==> config.mk <==
export PLATFORM = sky130hd
export DESIGN_NAME = pixel_out_stage
export DESIGN_NICKNAME = d
export VERILOG_FILES = /design/src/rtl/pixel_out_pkg.sv /design/src/rtl/pipe_delay.sv /design/src/rtl/pixel_out_stage.sv
export SDC_FILE = /design/constraint.sdc
export NUM_CORES = 1
export LEC_CHECK = 0
export CAP_MARGIN = 15
export CORE_MARGIN = 2
export CORE_UTILIZATION = 53
export DETAILED_ROUTE_END_ITERATION = 16
export GPL_ROUTABILITY_DRIVEN = 0
export PLACE_DENSITY = 0.91
export SYNTH_ARGS = -nofsm -noshare
export SYNTH_HDL_FRONTEND = slang
export SYNTH_SLANG_ARGS = --single-unit
==> constraint.sdc <==
create_clock -name clk_pix -period 5.2 [get_ports clk_pix]
set_input_delay 1.04 -clock clk_pix [delete_from_list [all_inputs] [get_ports clk_pix]]
set_output_delay 1.04 -clock clk_pix [all_outputs]
set_load 0.02 [all_outputs]
==> src/rtl/pixel_out_pkg.sv <==
// Shared widths, colour field positions and colour expansion helpers for pixel_out_stage.
package pixel_out_pkg;

    localparam int CORDW   = 10;
    localparam int COLOR_W = 10;

    localparam int R_HI = 9;
    localparam int R_LO = 7;
    localparam int G_HI = 6;
    localparam int G_LO = 3;
    localparam int B_HI = 2;
    localparam int B_LO = 0;

    typedef struct packed {
        logic [7:0] r;
        logic [7:0] g;
        logic [7:0] b;
    } rgb888_t;

    // Bit replication keeps 0 -> 00 and full scale -> FF.
    function automatic logic [7:0] expand3(input logic [2:0] v);
        return {v, v, v[2:1]};
    endfunction

    function automatic logic [7:0] expand4(input logic [3:0] v);
        return {v, v};
    endfunction

endpackage

==> src/rtl/pipe_delay.sv <==
// Fixed-depth shift register whose stages all clear on asynchronous reset.
module pipe_delay #(
    parameter int WIDTH = 1,
    parameter int DEPTH = 1
) (
    input  logic             clk,
    input  logic             rst_n,
    input  logic [WIDTH-1:0] din,
    output logic [WIDTH-1:0] dout
);

    logic [WIDTH-1:0] stage_q [DEPTH];
    logic [WIDTH-1:0] stage_d [DEPTH];

    always_comb begin
        stage_d[0] = din;
        for (int i = 1; i < DEPTH; i++) begin
            stage_d[i] = stage_q[i-1];
        end
    end

    always_ff @(posedge clk or negedge rst_n) begin
        if (!rst_n) begin
            for (int i = 0; i < DEPTH; i++) begin
                stage_q[i] <= '0;
            end
        end else begin
            stage_q <= stage_d;
        end
    end

    assign dout = stage_q[DEPTH-1];

endmodule

==> src/rtl/pixel_out_stage.sv <==
// Aligns timing-generator coordinates with raymarcher colour, expands RGB343 to RGB888 and tracks frames.
// Optional centre crosshair overlay is built only when OVERLAY_EN is defined.
module pixel_out_stage #(
    parameter int CORDW   = pixel_out_pkg::CORDW,
    parameter int COLOR_W = pixel_out_pkg::COLOR_W,
    parameter int RD_LAT  = 2,
    parameter int H_RES   = 640,
    parameter int V_RES   = 480
) (
    input  logic               clk_pix,
    input  logic               rst_pix_n,
    input  logic [CORDW-1:0]   in_sx,
    input  logic [CORDW-1:0]   in_sy,
    input  logic               in_de,
    input  logic [COLOR_W-1:0] rd_color,
    output logic [CORDW-1:0]   out_sx,
    output logic [CORDW-1:0]   out_sy,
    output logic               out_de,
    output logic [7:0]         out_r,
    output logic [7:0]         out_g,
    output logic [7:0]         out_b,
    output logic               frame_start,
    output logic [15:0]        frame_count,
    output logic               frame_err
);

    import pixel_out_pkg::*;

    localparam int          TAP_W     = 2*CORDW + 1;
    localparam logic [19:0] FRAME_PIX = 20'(H_RES * V_RES);

    logic [TAP_W-1:0] tap;
    logic [CORDW-1:0] tap_sx;
    logic [CORDW-1:0] tap_sy;
    logic             tap_de;

    pipe_delay #(.WIDTH(TAP_W), .DEPTH(RD_LAT)) u_tap_delay (
        .clk  (clk_pix),
        .rst_n(rst_pix_n),
        .din  ({in_sx, in_sy, in_de}),
        .dout (tap)
    );

    assign {tap_sx, tap_sy, tap_de} = tap;

    logic overlay_hit;

`ifdef OVERLAY_EN
    localparam logic signed [CORDW+1:0] XH_ARM = (CORDW+2)'(8);

    logic signed [CORDW+1:0] dx;
    logic signed [CORDW+1:0] dy;

    always_comb begin
        dx = $signed({2'b00, tap_sx}) - $signed((CORDW+2)'(H_RES/2));
        dy = $signed({2'b00, tap_sy}) - $signed((CORDW+2)'(V_RES/2));
        overlay_hit = ((dx == '0) && (dy >= -XH_ARM) && (dy <= XH_ARM)) ||
                      ((dy == '0) && (dx >= -XH_ARM) && (dx <= XH_ARM));
    end
`else
    assign overlay_hit = 1'b0;
`endif

    rgb888_t rgb_d, rgb_q;

    always_comb begin
        rgb_d = '0;
        if (tap_de) begin
            rgb_d.r = expand3(rd_color[R_HI:R_LO]);
            rgb_d.g = expand4(rd_color[G_HI:G_LO]);
            rgb_d.b = expand3(rd_color[B_HI:B_LO]);
            if (overlay_hit) begin
                rgb_d = '1;
            end
        end
    end

    logic        frame_start_d, frame_start_q;
    logic [15:0] frame_count_d, frame_count_q;
    logic [19:0] pix_cnt_d, pix_cnt_q;
    logic        frame_seen_d, frame_seen_q;
    logic        frame_err_d, frame_err_q;

    // The first frame_start after reset only arms the check, so a mid-frame reset cannot flag an error.
    always_comb begin
        frame_start_d = tap_de && (tap_sx == '0) && (tap_sy == '0);
        frame_count_d = frame_count_q;
        pix_cnt_d     = pix_cnt_q;
        frame_seen_d  = frame_seen_q;
        frame_err_d   = frame_err_q;
        if (frame_start_d) begin
            frame_count_d = frame_count_q + 16'd1;
            pix_cnt_d     = 20'd1;
            frame_seen_d  = 1'b1;
            if (frame_seen_q && (pix_cnt_q != FRAME_PIX)) begin
                frame_err_d = 1'b1;
            end
        end else if (tap_de && (pix_cnt_q != '1)) begin
            pix_cnt_d = pix_cnt_q + 20'd1;
        end
    end

    logic [CORDW-1:0] out_sx_q, out_sy_q;
    logic             out_de_q;

    // Output register stage: RD_LAT + 1 cycles from in_* to out_*.
    always_ff @(posedge clk_pix or negedge rst_pix_n) begin
        if (!rst_pix_n) begin
            out_sx_q      <= '0;
            out_sy_q      <= '0;
            out_de_q      <= 1'b0;
            rgb_q         <= '0;
            frame_start_q <= 1'b0;
            frame_count_q <= '0;
            pix_cnt_q     <= '0;
            frame_seen_q  <= 1'b0;
            frame_err_q   <= 1'b0;
        end else begin
            out_sx_q      <= tap_sx;
            out_sy_q      <= tap_sy;
            out_de_q      <= tap_de;
            rgb_q         <= rgb_d;
            frame_start_q <= frame_start_d;
            frame_count_q <= frame_count_d;
            pix_cnt_q     <= pix_cnt_d;
            frame_seen_q  <= frame_seen_d;
            frame_err_q   <= frame_err_d;
        end
    end

    assign out_sx      = out_sx_q;
    assign out_sy      = out_sy_q;
    assign out_de      = out_de_q;
    assign out_r       = rgb_q.r;
    assign out_g       = rgb_q.g;
    assign out_b       = rgb_q.b;
    assign frame_start = frame_start_q;
    assign frame_count = frame_count_q;
    assign frame_err   = frame_err_q;

endmodule

Yosys cells after proc, flatten, opt, wreduce, memory -nomap -nowiden
Cells that the tools add are included.
- add/subtract/negate cells: 2
- equality and inequality tests: 2
- mux-type cells: 3
- reductions and logical operators: 8
- operator list (operator ; count):
    20-bit two-way mux ; 2
    24-bit two-way mux ; 1
    20-bit by 1-bit adder with 20-bit output, second input constant ; 1
    10-bit logical NOT ; 2
    20-bit by 19-bit != test with 1-bit output, second input constant ; 1
    20-bit != test, second input constant ; 1
    16-bit by 1-bit adder with 16-bit output, second input constant ; 1
    1-bit logical AND ; 4
    2-bit AND reduction ; 1
    2-bit nonzero test ; 1
- register bits: 126
- bits of input ports: 33
- output and inout port bits: 63

Depth between registers and ports, before layout
- depth in word-level cells: 4
- mapped depth: 7
- gate-level depth less buffers: 6

Modules after synthesis
From an unflattened synthesis, not the netlist that was laid out.
- cells, all modules: 304
- area, all modules: 4060.1 µm²
- by module, submodules not included (module ; times used ; cells an instance ; area an instance (µm²) ; sequential area each (µm²)):
    pixel_out_stage ; 1 ; 262 ; 3009.1 ; 1751.7
    pipe_delay ; 1 ; 42 ; 1051.0 ; 1051.0

Worst setup path before layout
No wires, ideal clock.
- kind: register to output
- start: register out_b[6] (netlist name)
- end: output out_b[3]
- data arrival time: 0.627 ns
- required time: 4.160 ns
- setup slack: 3.533 ns
- cell stages (with the launch flop): 2
- buffers on the path: 1
- path through: dfrtp_1 -> buf_4
- RTL lines (what ; RTL line ; RTL):
    to (decl) ; pixel_out_stage.sv:21 ; output logic [7:0] out_b,

Worst setup path in the final report
- start: register u_tap_delay.stage_q, in the netlist u_tap_delay.dout[0]
- end: register frame_count_q[6] (netlist: frame_count[6])
- cells in the longest elaborated chain, start to end: 2
- RTL lines (what ; RTL line ; RTL):
    from (decl) ; pipe_delay.sv:12 ; logic [WIDTH-1:0] stage_q [DEPTH];
    from (signal assigned) ; pipe_delay.sv:28 ; stage_q <= stage_d;
    1-bit logical AND (2 in a row) ; pixel_out_stage.sv:86 ; frame_start_d = tap_de && (tap_sx == '0) && (tap_sy == '0);
    to (signal assigned) ; pixel_out_stage.sv:124 ; frame_count_q <= frame_count_d;
    to (decl) ; pixel_out_stage.sv:79 ; logic [15:0] frame_count_d, frame_count_q;
No other way between the ends.
A chain may end at the register's enable or synchronous reset.

==> results.md <==
- Fill cells: 498
- CP Capture Type: register
- CTS tree: yes
- Worst Setup SP: u_tap_delay.dout[0]$_DFF_PN0_
- Mapped Area: 4090 um^2
- Largest family of logic cells by synthesized area: simple AND/OR/NAND/NOR gates
- Mean Syn Cell Area: 13.2 um^2
- Final Cell Area: 5230 um^2
- Tot Pwr: 0.00169 W
- WL final: 7920 um
- Wire per inst: 15.8 um
- Area after DPL: 5020 um^2
- Prevailing post-synth register cell: dfrtp_1
- Simple-Gate Fraction of Synth Area: 17.5%
- Root buf cell: clkbuf_8
- CTS clk-pin slew, worst paths: 0.11 ns
- CP cell instances: nor4b_4, nand4_2, nor2_2, nand4_1, xnor2_1
- Slew margin rel.: 29.1%
- Critical path destination: frame_count[6]$_DFFE_PN0P_
- Final ANT Viol Nets: 0
- WP data arrival: 2.83 ns
- Top Ports: 96
- Post-synthesis mux area share: 0.245%
- Fin nets: 429
- Fin crit share: 49.1%
- Cts hold-fix bufs: 0
- RSZ-0062 raised after global routing: false
- CTS Buf Count: 9
- Die span in y: 91.8 um
- Clock sink total: 112
- Crit path max fanout: 28
- M1 GR Usage: 26.3%
- F_max: 0.391 GHz
- Core area: 7610 um^2
- Critical path depth in cells: 5
- Multi-input gate area: 1110 um^2
- Layout cells sized above 1: 6.78%
- Post-synthesis xor/xnor area fraction: 5.57%
- R2r endpoint: frame_count[6]$_DFFE_PN0P_
- PD cells: 323 nW/um^2
- Slowest CP cell: nor2_2
- Initial DRT Pass Iterations: 5
- Worst Skew: 0.00718 ns
- Final Hold Vio Count: 0
- Worst Hold Class: reg -> reg
- Most frequent cells in the layout: dfrtp_1 (112), clkdlybuf4s50_1 (94), nand2_1 (20)
- Reg2reg setup slack: 2.65 ns
- Vias in the first global route: 2724
- Initial antenna violation count: 0
- GRT Total Usage: 20.6%
- Kind of critical path: reg -> reg
- Register area: 2800 um^2
- R2r worst-path depth: 5
- Critical R2R Launch: u_tap_delay.dout[0]$_DFF_PN0_
- Largest net degree at the start of global routing: 76
- H-tree levels: 3
- CP startpoint kind: register
- Max-cap viol count: 0
- Worst-Margin Slew: 1.06 ns
- Clk Latency, worst-skew pair: 0.38 ns
- Initial Util: 53.7%
- Global route total overflow: 0
- Final Setup Violations: 0
- Compound-Gate Fraction of Synth Area: 2.88%
- Sequential area share after synthesis: 68.6%
- Synth warnings: 0
- Fin Setup TNS: 0 ns
- Clock Path Buffers: 2
- Flops & latches, synth: 112
- Synth unique cells: 38
- DRC: 0
- Row Count: 32
- GR Layer Usage met2: 33.9%
- Placed cell count: 484
- DR iter-0 viols: 254
- Die width: 91.8 um
- Drt via density: 5.34
- Final Max Slew Viols: 0
- Via Count: 2670
- DP HPWL: 5530 um
- Die area: 8430 um^2
- Post-CTS sizing: 0
- Ant. Diodes: 0
- Post-layout min period: 2.56 ns
- First-pass GRT wire length: 13400 um
- Adder-cell share of the synthesized area: 0.918%
- Largest stage delay, worst path: 0.84 ns
- Commonest non-fill, non-tap cell in the layout: dfrtp_1
- Area delta synth->final: 27.8%
- Post-synth ARST share: 100%
- Leakage power: 2.29 nW
- CP top delay family: simple AND/OR/NAND/NOR gates
- Worst vdd ir: 279 uV
- CP required: 5.48 ns
- Post-synthesis cell count: 310
- Final core utilization: 68.7%
- Buffers on Ports: 95
- Post-Layout Cell Count: 500
- Post-synth EDFFs: 0
- Syn_nets: 346
- Most used routing layer: met2
- Post-CTS Repair Setup Buffers: 0
- Status: completed
- WP buf/inv: 0
- GRT met3 Usage: 5.34%
[power by group]
| group | switching [W] | total (W) | internal, W |
|---|---|---|---|
| Combinational | 0.0000975 | 0.000187 | 0.0000891 |
| Clock | 0.000321 | 0.000516 | 0.000195 |
| Sequential | 0.0000599 | 0.000984 | 0.000924 |
| Total | 0.000479 | 0.00169 | 0.00121 |
[routing by layer]
layer | up-vias | part of all wire, %
met2 | 112 | 51
li1 | 1211 | -
met1 | 1331 | 40
met5 | - | 0
met3 | 16 | 6.7
met4 | 0 | 2.0
[how the worst min path moves through the flow]
stage                                           start                              to  slack, ns  cells after the start
global placement     u_tap_delay.stage_d[6]$_DFF_PN0_   u_tap_delay.dout[6]$_DFF_PN0_       0.33                      0
floorplan            u_tap_delay.stage_d[0]$_DFF_PN0_   u_tap_delay.dout[0]$_DFF_PN0_       0.33                      0
CTS                 u_tap_delay.stage_d[15]$_DFF_PN0_  u_tap_delay.dout[15]$_DFF_PN0_       0.36                      0
finish              u_tap_delay.stage_d[15]$_DFF_PN0_  u_tap_delay.dout[15]$_DFF_PN0_       0.36                      0
global route        u_tap_delay.stage_d[15]$_DFF_PN0_  u_tap_delay.dout[15]$_DFF_PN0_       0.36                      0
detailed placement  u_tap_delay.stage_d[16]$_DFF_PN0_  u_tap_delay.dout[16]$_DFF_PN0_       0.33                      0
[synthesized netlist by cell type, types with 2 or more instances]
cell | number | area, um^2
nand3_1 | 14 | 70.1
nand4_1 | 14 | 87.6
nand2_1 | 20 | 75.1
a21oi_1 | 6 | 30.0
nor4_4 | 2 | 42.5
and2_1 | 11 | 68.8
xor2_1 | 9 | 78.8
dfrtp_1 | 112 | 2800
o22ai_1 | 2 | 12.5
nor3b_1 | 2 | 15.0
inv_1 | 6 | 22.5
nor2_1 | 18 | 67.6
and4_1 | 9 | 78.8
clkbuf_1 | 6 | 22.5
o21ai_0 | 6 | 30.0
nor4_1 | 5 | 31.3
and3_1 | 7 | 43.8
xnor2_1 | 17 | 149
buf_2 | 3 | 15.0
ha_1 | 3 | 37.5
nor3_1 | 8 | 40.0
buf_4 | 14 | 105
[cells by family after synthesis]
family,after synthesis
and+or+nand+nor,119
DFF,112
buffers and inverters,30
xor gates and xnor gates,26
AOI/OAI and AO/OA,19
adders and majority gates,3
muxes,1
[worst register-to-register path, stage by stage, from the launching register on]
cell	delay (ns)
dfrtp_1	0.61
nor4b_4	0.34
nand4_2	0.19
nor2_2	0.84
nand4_1	0.28
xnor2_1	0.19
[cell type report]
class,count,share of cell area (%)
Clock buffer,9,2.37
Clock inverter,7,1.60
Inverter,6,0.431
Multi-Input combinational cell,168,21.2
Sequential cell,112,53.6
Tap cell,102,2.44
Timing Repair Buffer,96,18.3
[metrics by stage]
| step | worst slack (ns) | hold slack [ns] |
|---|---|---|
| floorplan | 3.53 | 0.331 |
| global placement | 2.81 | 0.332 |
| detailed placement | 2.63 | 0.335 |
| CTS | 2.59 | 0.355 |
| global route | 2.35 | 0.359 |
| finish | 2.65 | 0.358 |
[state kept, by name, summed over array words and instances (netlist names)]
signal,cells
u_tap_delay.dout,21
out_g,4
u_tap_delay.stage_d,21
pix_cnt_q,20
out_r,3
frame_count,16
frame_start,1
frame_seen_q,1
frame_err,1
out_de,1
out_sx,10
out_b,3
out_sy,10
No activity file was read; power rests on OpenSTA's default activity.
